$ cat src/rtl/imm_expand_unit.sv
// imm_expand_unit: multi-cycle immediate expander for the CalcuTEC decode stage.
// Turns a raw instruction immediate into a DATA_W operand. Three modes are
// supported: data-processing rotate, memory offset zero-extend and branch
// offset sign-extend-and-shift. The data-processing rotate runs iteratively,
// ROT_STEP bits per cycle. Valid/ready handshakes are used on both the input
// and the output side.
module imm_expand_unit #(
    parameter int DATA_W   = 32,
    parameter int IMM_W    = 24,
    parameter int ROT_STEP = 2
) (
    input  logic              clk,
    input  logic              rst_n,
    input  logic              in_valid,
    output logic              in_ready,
    input  logic [IMM_W-1:0]  imm,
    input  logic [1:0]        imm_src,
    input  logic              carry_in,
    output logic              out_valid,
    input  logic              out_ready,
    output logic [DATA_W-1:0] data,
    output logic              carry_out,
    output logic              err
);

    typedef enum logic [1:0] {
        S_IDLE,
        S_ROT,
        S_HOLD
    } state_t;

    // The remaining rotation never exceeds 30, so clamping the per-cycle step
    // to 32 changes nothing. The clamp keeps every step quantity in 7 bits.
    localparam logic [6:0] STEP_MAX = 7'((ROT_STEP > 32) ? 32 : ROT_STEP);
    localparam logic [6:0] WIDTH7   = 7'(DATA_W);

    state_t              r_state;
    logic [DATA_W-1:0]   r_data;
    logic                r_carry;
    logic                r_err;
    logic [4:0]          r_rem;

    logic [6:0]          w_rem_ext;
    logic [6:0]          w_step;
    logic [6:0]          w_amt;
    logic [DATA_W-1:0]   w_rot;
    logic [4:0]          w_rem_next;

    logic [DATA_W-1:0]   w_dp_data;
    logic [DATA_W-1:0]   w_mem_data;
    logic [DATA_W-1:0]   w_br_data;
    logic [4:0]          w_dp_rem;
    logic                w_unused_imm;

    // Per-mode expansions of the immediate, taken straight from the request fields.
    assign w_dp_data    = {{(DATA_W-8){1'b0}}, imm[7:0]};
    assign w_mem_data   = {{(DATA_W-12){1'b0}}, imm[11:0]};
    assign w_br_data    = {{(DATA_W-24){imm[23]}}, imm[23:0]} << 2;
    assign w_dp_rem     = {imm[11:8], 1'b0};
    assign w_unused_imm = ^imm;

    // One rotate step: take min(ROT_STEP, remaining) bits and rotate right by that amount.
    // When DATA_W is narrower than the step, the step is reduced modulo DATA_W.
    always_comb begin
        w_rem_ext  = {2'b00, r_rem};
        w_step     = (w_rem_ext < STEP_MAX) ? w_rem_ext : STEP_MAX;
        w_amt      = (w_step >= WIDTH7) ? (w_step - WIDTH7) : w_step;
        w_rot      = (r_data >> w_amt) | (r_data << (WIDTH7 - w_amt));
        w_rem_next = 5'(w_rem_ext - w_step);
    end

    // Control FSM and result registers. Reset drops any rotation or held
    // result that is in flight.
    always_ff @(posedge clk) begin
        if (!rst_n) begin
            r_state <= S_IDLE;
            r_data  <= '0;
            r_carry <= 1'b0;
            r_err   <= 1'b0;
            r_rem   <= '0;
        end else begin
            case (r_state)
                S_IDLE: begin
                    if (in_valid) begin
                        r_err   <= 1'b0;
                        r_carry <= carry_in;
                        case (imm_src)
                            2'd0: begin
                                r_data  <= w_dp_data;
                                r_rem   <= w_dp_rem;
                                r_state <= (imm[11:8] == 4'd0) ? S_HOLD : S_ROT;
                            end
                            2'd1: begin
                                r_data  <= w_mem_data;
                                r_state <= S_HOLD;
                            end
                            2'd2: begin
                                r_data  <= w_br_data;
                                r_state <= S_HOLD;
                            end
                            default: begin
                                r_data  <= '1;
                                r_err   <= 1'b1;
                                r_state <= S_HOLD;
                            end
                        endcase
                    end
                end
                S_ROT: begin
                    r_data <= w_rot;
                    r_rem  <= w_rem_next;
                    if (w_rem_next == 5'd0) begin
                        r_carry <= w_rot[DATA_W-1];
                        r_state <= S_HOLD;
                    end
                end
                S_HOLD: begin
                    if (out_ready) begin
                        r_state <= S_IDLE;
                    end
                end
                default: begin
                    r_state <= S_IDLE;
                end
            endcase
        end
    end

    assign in_ready  = (r_state == S_IDLE);
    assign out_valid = (r_state == S_HOLD);
    assign data      = r_data;
    assign carry_out = r_carry;
    assign err       = r_err;

endmodule

$ cat config.mk
export PLATFORM = sky130hd
export DESIGN_NAME = imm_expand_unit
export DESIGN_NICKNAME = d
export VERILOG_FILES = /design/src/rtl/imm_expand_unit.sv
export SDC_FILE = /design/constraint.sdc
export NUM_CORES = 1
export LEC_CHECK = 0
export ABC_AREA = 1
export CAP_MARGIN = 15
export CORE_UTILIZATION = 35
export DETAILED_ROUTE_END_ITERATION = 7
export PLACE_DENSITY = 0.65
export SYNTH_ARGS = -nofsm -noshare
export SYNTH_HDL_FRONTEND = slang
export SYNTH_SLANG_ARGS = --single-unit
$ cat constraint.sdc
create_clock -name clk -period 2.8 [get_ports clk]
set_input_delay 0.7 -clock clk [delete_from_list [all_inputs] [get_ports clk]]
set_output_delay 0.7 -clock clk [all_outputs]
set_load 0.01 [all_outputs]
==> results by group <==
Run status
  • Outcome: complete, no violations

STA
  • Final Max Tran Viols: 0
  • Unrepaired setup endpoints after global routing: no
  • Clk_skew: 0.009304 ns
  • Max Clk Rate: 407.4 MHz
  • Setup tns final: 0 ns
  • Tcrit/Tclk final: 87.67%
  • Slew @ Worst Pin: 0.5842 ns
  • Setup violations, final: 0
  • Final Hold Vio Count: 0
  • Min Tclk post-route: 2.455 ns
  • Max-slew headroom: 61.01%

Cells and area
  • Fraction of layout cells with a size suffix above 1: 6.081%
  • Area grow syn2layout: 26.18%
  • Post-route cell area: 4095 µm²
  • Layout net count: ~630
  • Ant diodes: 0

Clock tree
  • Sink Count: 41
  • CTS Buf Count: 5
  • CTS tree: yes
  • Register clock-pin slew on the reported worst setup and hold paths: 0.09 ns
  • Clk_lat worst skew: 0.31 ns
  • Post-CTS sizing: 0
  • Maximum clock path buffer count: 2
  • Clock root buffer: clkbuf_8
  • Post-CTS Setup Bufs: 0
  • Hold buffer count at CTS: 0
  • H-tree depth: 2

Pwr
  • P_leak: around 1.7 nW
  • VDD IR max: 0.0004121 V
  • Pwr dens: 721.3 nW/µm²
  • Tot Pwr: 0.002954 W

Yosys
  • Synth unique cells: 37
  • Sequential-to-total area share from yosys stat: 25.29%
  • Post-Syn Instances: 539
  • FFs w/ async S/R, synth: 0%
  • Post-synthesis register bit count: 41
  • Syn Nets: between 500 and 600
  • Synth Warn #: 0
  • Syn Std Cell Area: 3246 µm²
  • Syn_area_per_cell: 6.022 µm²
  • Post-synth EDFFs: 0
  • Dominant synthesized flop cell: dfxtp_1

Worst setup path
  • CP Max Fanout: 20
  • Req. time, crit path: 3.05 ns
  • Worst Setup End Kind: register
  • Startpoint types: register
  • WS Path Type: register to register
  • Worst Path Arrival: 2.70 ns

Place
  • DP HPWL: ~8300 µm
  • GPL Wtd Cong: 0.9353
  • Placed cell areas: approximately 4000 µm²
  • Buffers on Ports: 66

Floorplanning
  • Die ar.: 9662 µm²
  • Row count: 34
  • Starting Density: 36.68%
  • Die X: around 98 µm
  • Chip height: 98.30 µm
  • Core area: between 8000 and 9000 µm²
  • Io pins: 67

GRT
  • First-pass GRT wire length: 18,870 µm
  • Vias in the first global route: 3,786
  • Congestion Overflow GR: 0
  • Largest net degree at the start of global routing: 38
  • Total GRT Usage: between 20% and 30%
  • Initial antenna violation count: 0

Routing
  • Final WL: around 11,000 µm
  • Drt drc: 0
  • Initial DRT Pass Iterations: 8
  • DR WL/cell: between 15 and 20 µm
  • DRT iter0 DRCs: 450
  • DR vias/cell: 5.741
  • Antenna-violating nets left: 0
  • Via count of the routed design: 4,019

Worst hold path
  • HP Class: register to register

Run
  • Max Cap Viol: 0
[final cells by class]
type | count | area, µm²
Fill cell | 978 | 4753
Multi-Input combinational cell | 420 | 2100
Sequential cell | 41 | 820.8
Timing Repair Buffer | 81 | 773.2
Inverter | 43 | 162.7
Tap cell | 108 | 135.1
Clock buffer | 5 | 68.82
Clock inverter | 2 | 35.03
[Yosys cell counts, drive strengths merged, types with 3 or more instances]
library cell / instances / area, µm²
nor2: 22 / 123.9
a21oi: 44 / 220.2
nand4: 9 / 56.30
nand2: 139 / 531.8
o211ai: 7 / 52.55
o21ai: 75 / 379.1
nand3: 81 / 410.4
clkbuf: 23 / 86.33
buf: 12 / 78.82
o22ai: 5 / 31.28
inv: 41 / 153.9
a211oi: 3 / 22.52
a31oi: 11 / 68.82
nand3b: 4 / 30.03
o221ai: 8 / 70.07
dfxtp: 41 / 820.8
[sequential cells by signal, indices dropped and copies added (netlist names)]
register and flops:
data 32, r_rem 5, r_state 2, carry_out 1, err 1
[cells by family after synthesis]
kind of cell | count (synthesis) | synth area share, %
flops | 41 | 25.29
compound gates | 158 | 27.33
fa+ha+maj | 2 | 0.7709
simple gates | 257 | 35.85
other cells | 1 | 0.1155
buf+inv | 78 | 10.10
xor+xnor | 2 | 0.5398
[cells in the final DEF, fill, tap and decap left out, types with 2 or more instances in the layout]
master,synthesis,final
nor2_2,1,2
o22ai_1,5,5
o221ai_1,8,8
clkinv_2,1,2
nor2_4,3,3
o211ai_1,7,7
xor2_1,2,2
dfxtp_1,41,41
clkdlybuf4s50_1,0,66
o2111ai_1,2,2
o21ai_1,4,4
nand4_1,9,9
inv_2,2,2
a211oi_1,3,3
nand2_1,137,137
nor2_1,17,16
clkbuf_8,0,5
nand3b_1,4,4
buf_4,0,15
nand3_1,80,80
a31oi_1,11,11
inv_1,39,39
ha_1,2,2
a21oi_1,44,44
o21ai_0,70,70
[where the power goes]
part	total, W	internal (W)	switching (W)
sequential	0.000823	0.000685	0.000138
combinational	0.00164	0.000631	0.00101
clock	0.000489	0.000260	0.000229
total	0.00295	0.00158	0.00138
[worst paths after layout]
kind                            startpoint        to  slack, ns  cells past startpoint
worst min-delay path              data[10]  data[10]       0.55                      2
worst min register to register    data[10]  data[10]       0.55                      2
worst max register to register    r_rem[2]   data[9]       0.35                     10
worst max-delay path              r_rem[2]   data[9]       0.35                     10
[metal layers]
| layer | wire length, µm | share of wire, % | global-route usage, % |
|---|---|---|---|
| met3 | 937 | 8.2 | 6.156 |
| met4 | 186 | 1.6 | 7.577 |
| met2 | 5219 | 46 | 38.68 |
| met5 | 0 | 0 | 0 |
| met1 | 5107 | 45 | 32.24 |
[worst max-delay path, stage by stage, from the launching register on]
cell and delay, ns:
dfxtp_1 0.45, nor2_4 0.11, nand2_4 0.27, clkinv_2 0.10
ha_1 0.29, inv_1 0.35, buf_4 0.23, nand2_1 0.10
o21ai_0 0.24, nand3_1 0.12, a21oi_1 0.13
[per-stage QoR]
step           utilization [%]  setup slack (ns)  hold slack, ns  cells
2_1_floorplan                -            0.6084          0.5079    539
3_3_place_gp             45.11            0.4138          0.5178    693
3_5_place_dp             45.11            0.4023          0.5086    693
4_1_cts                  46.28            0.4337          0.5465    700
5_1_grt                  46.28            0.2432          0.5883    700
6_report                 46.28            0.3454          0.5493    700
Power figures use the tool's default switching activity.
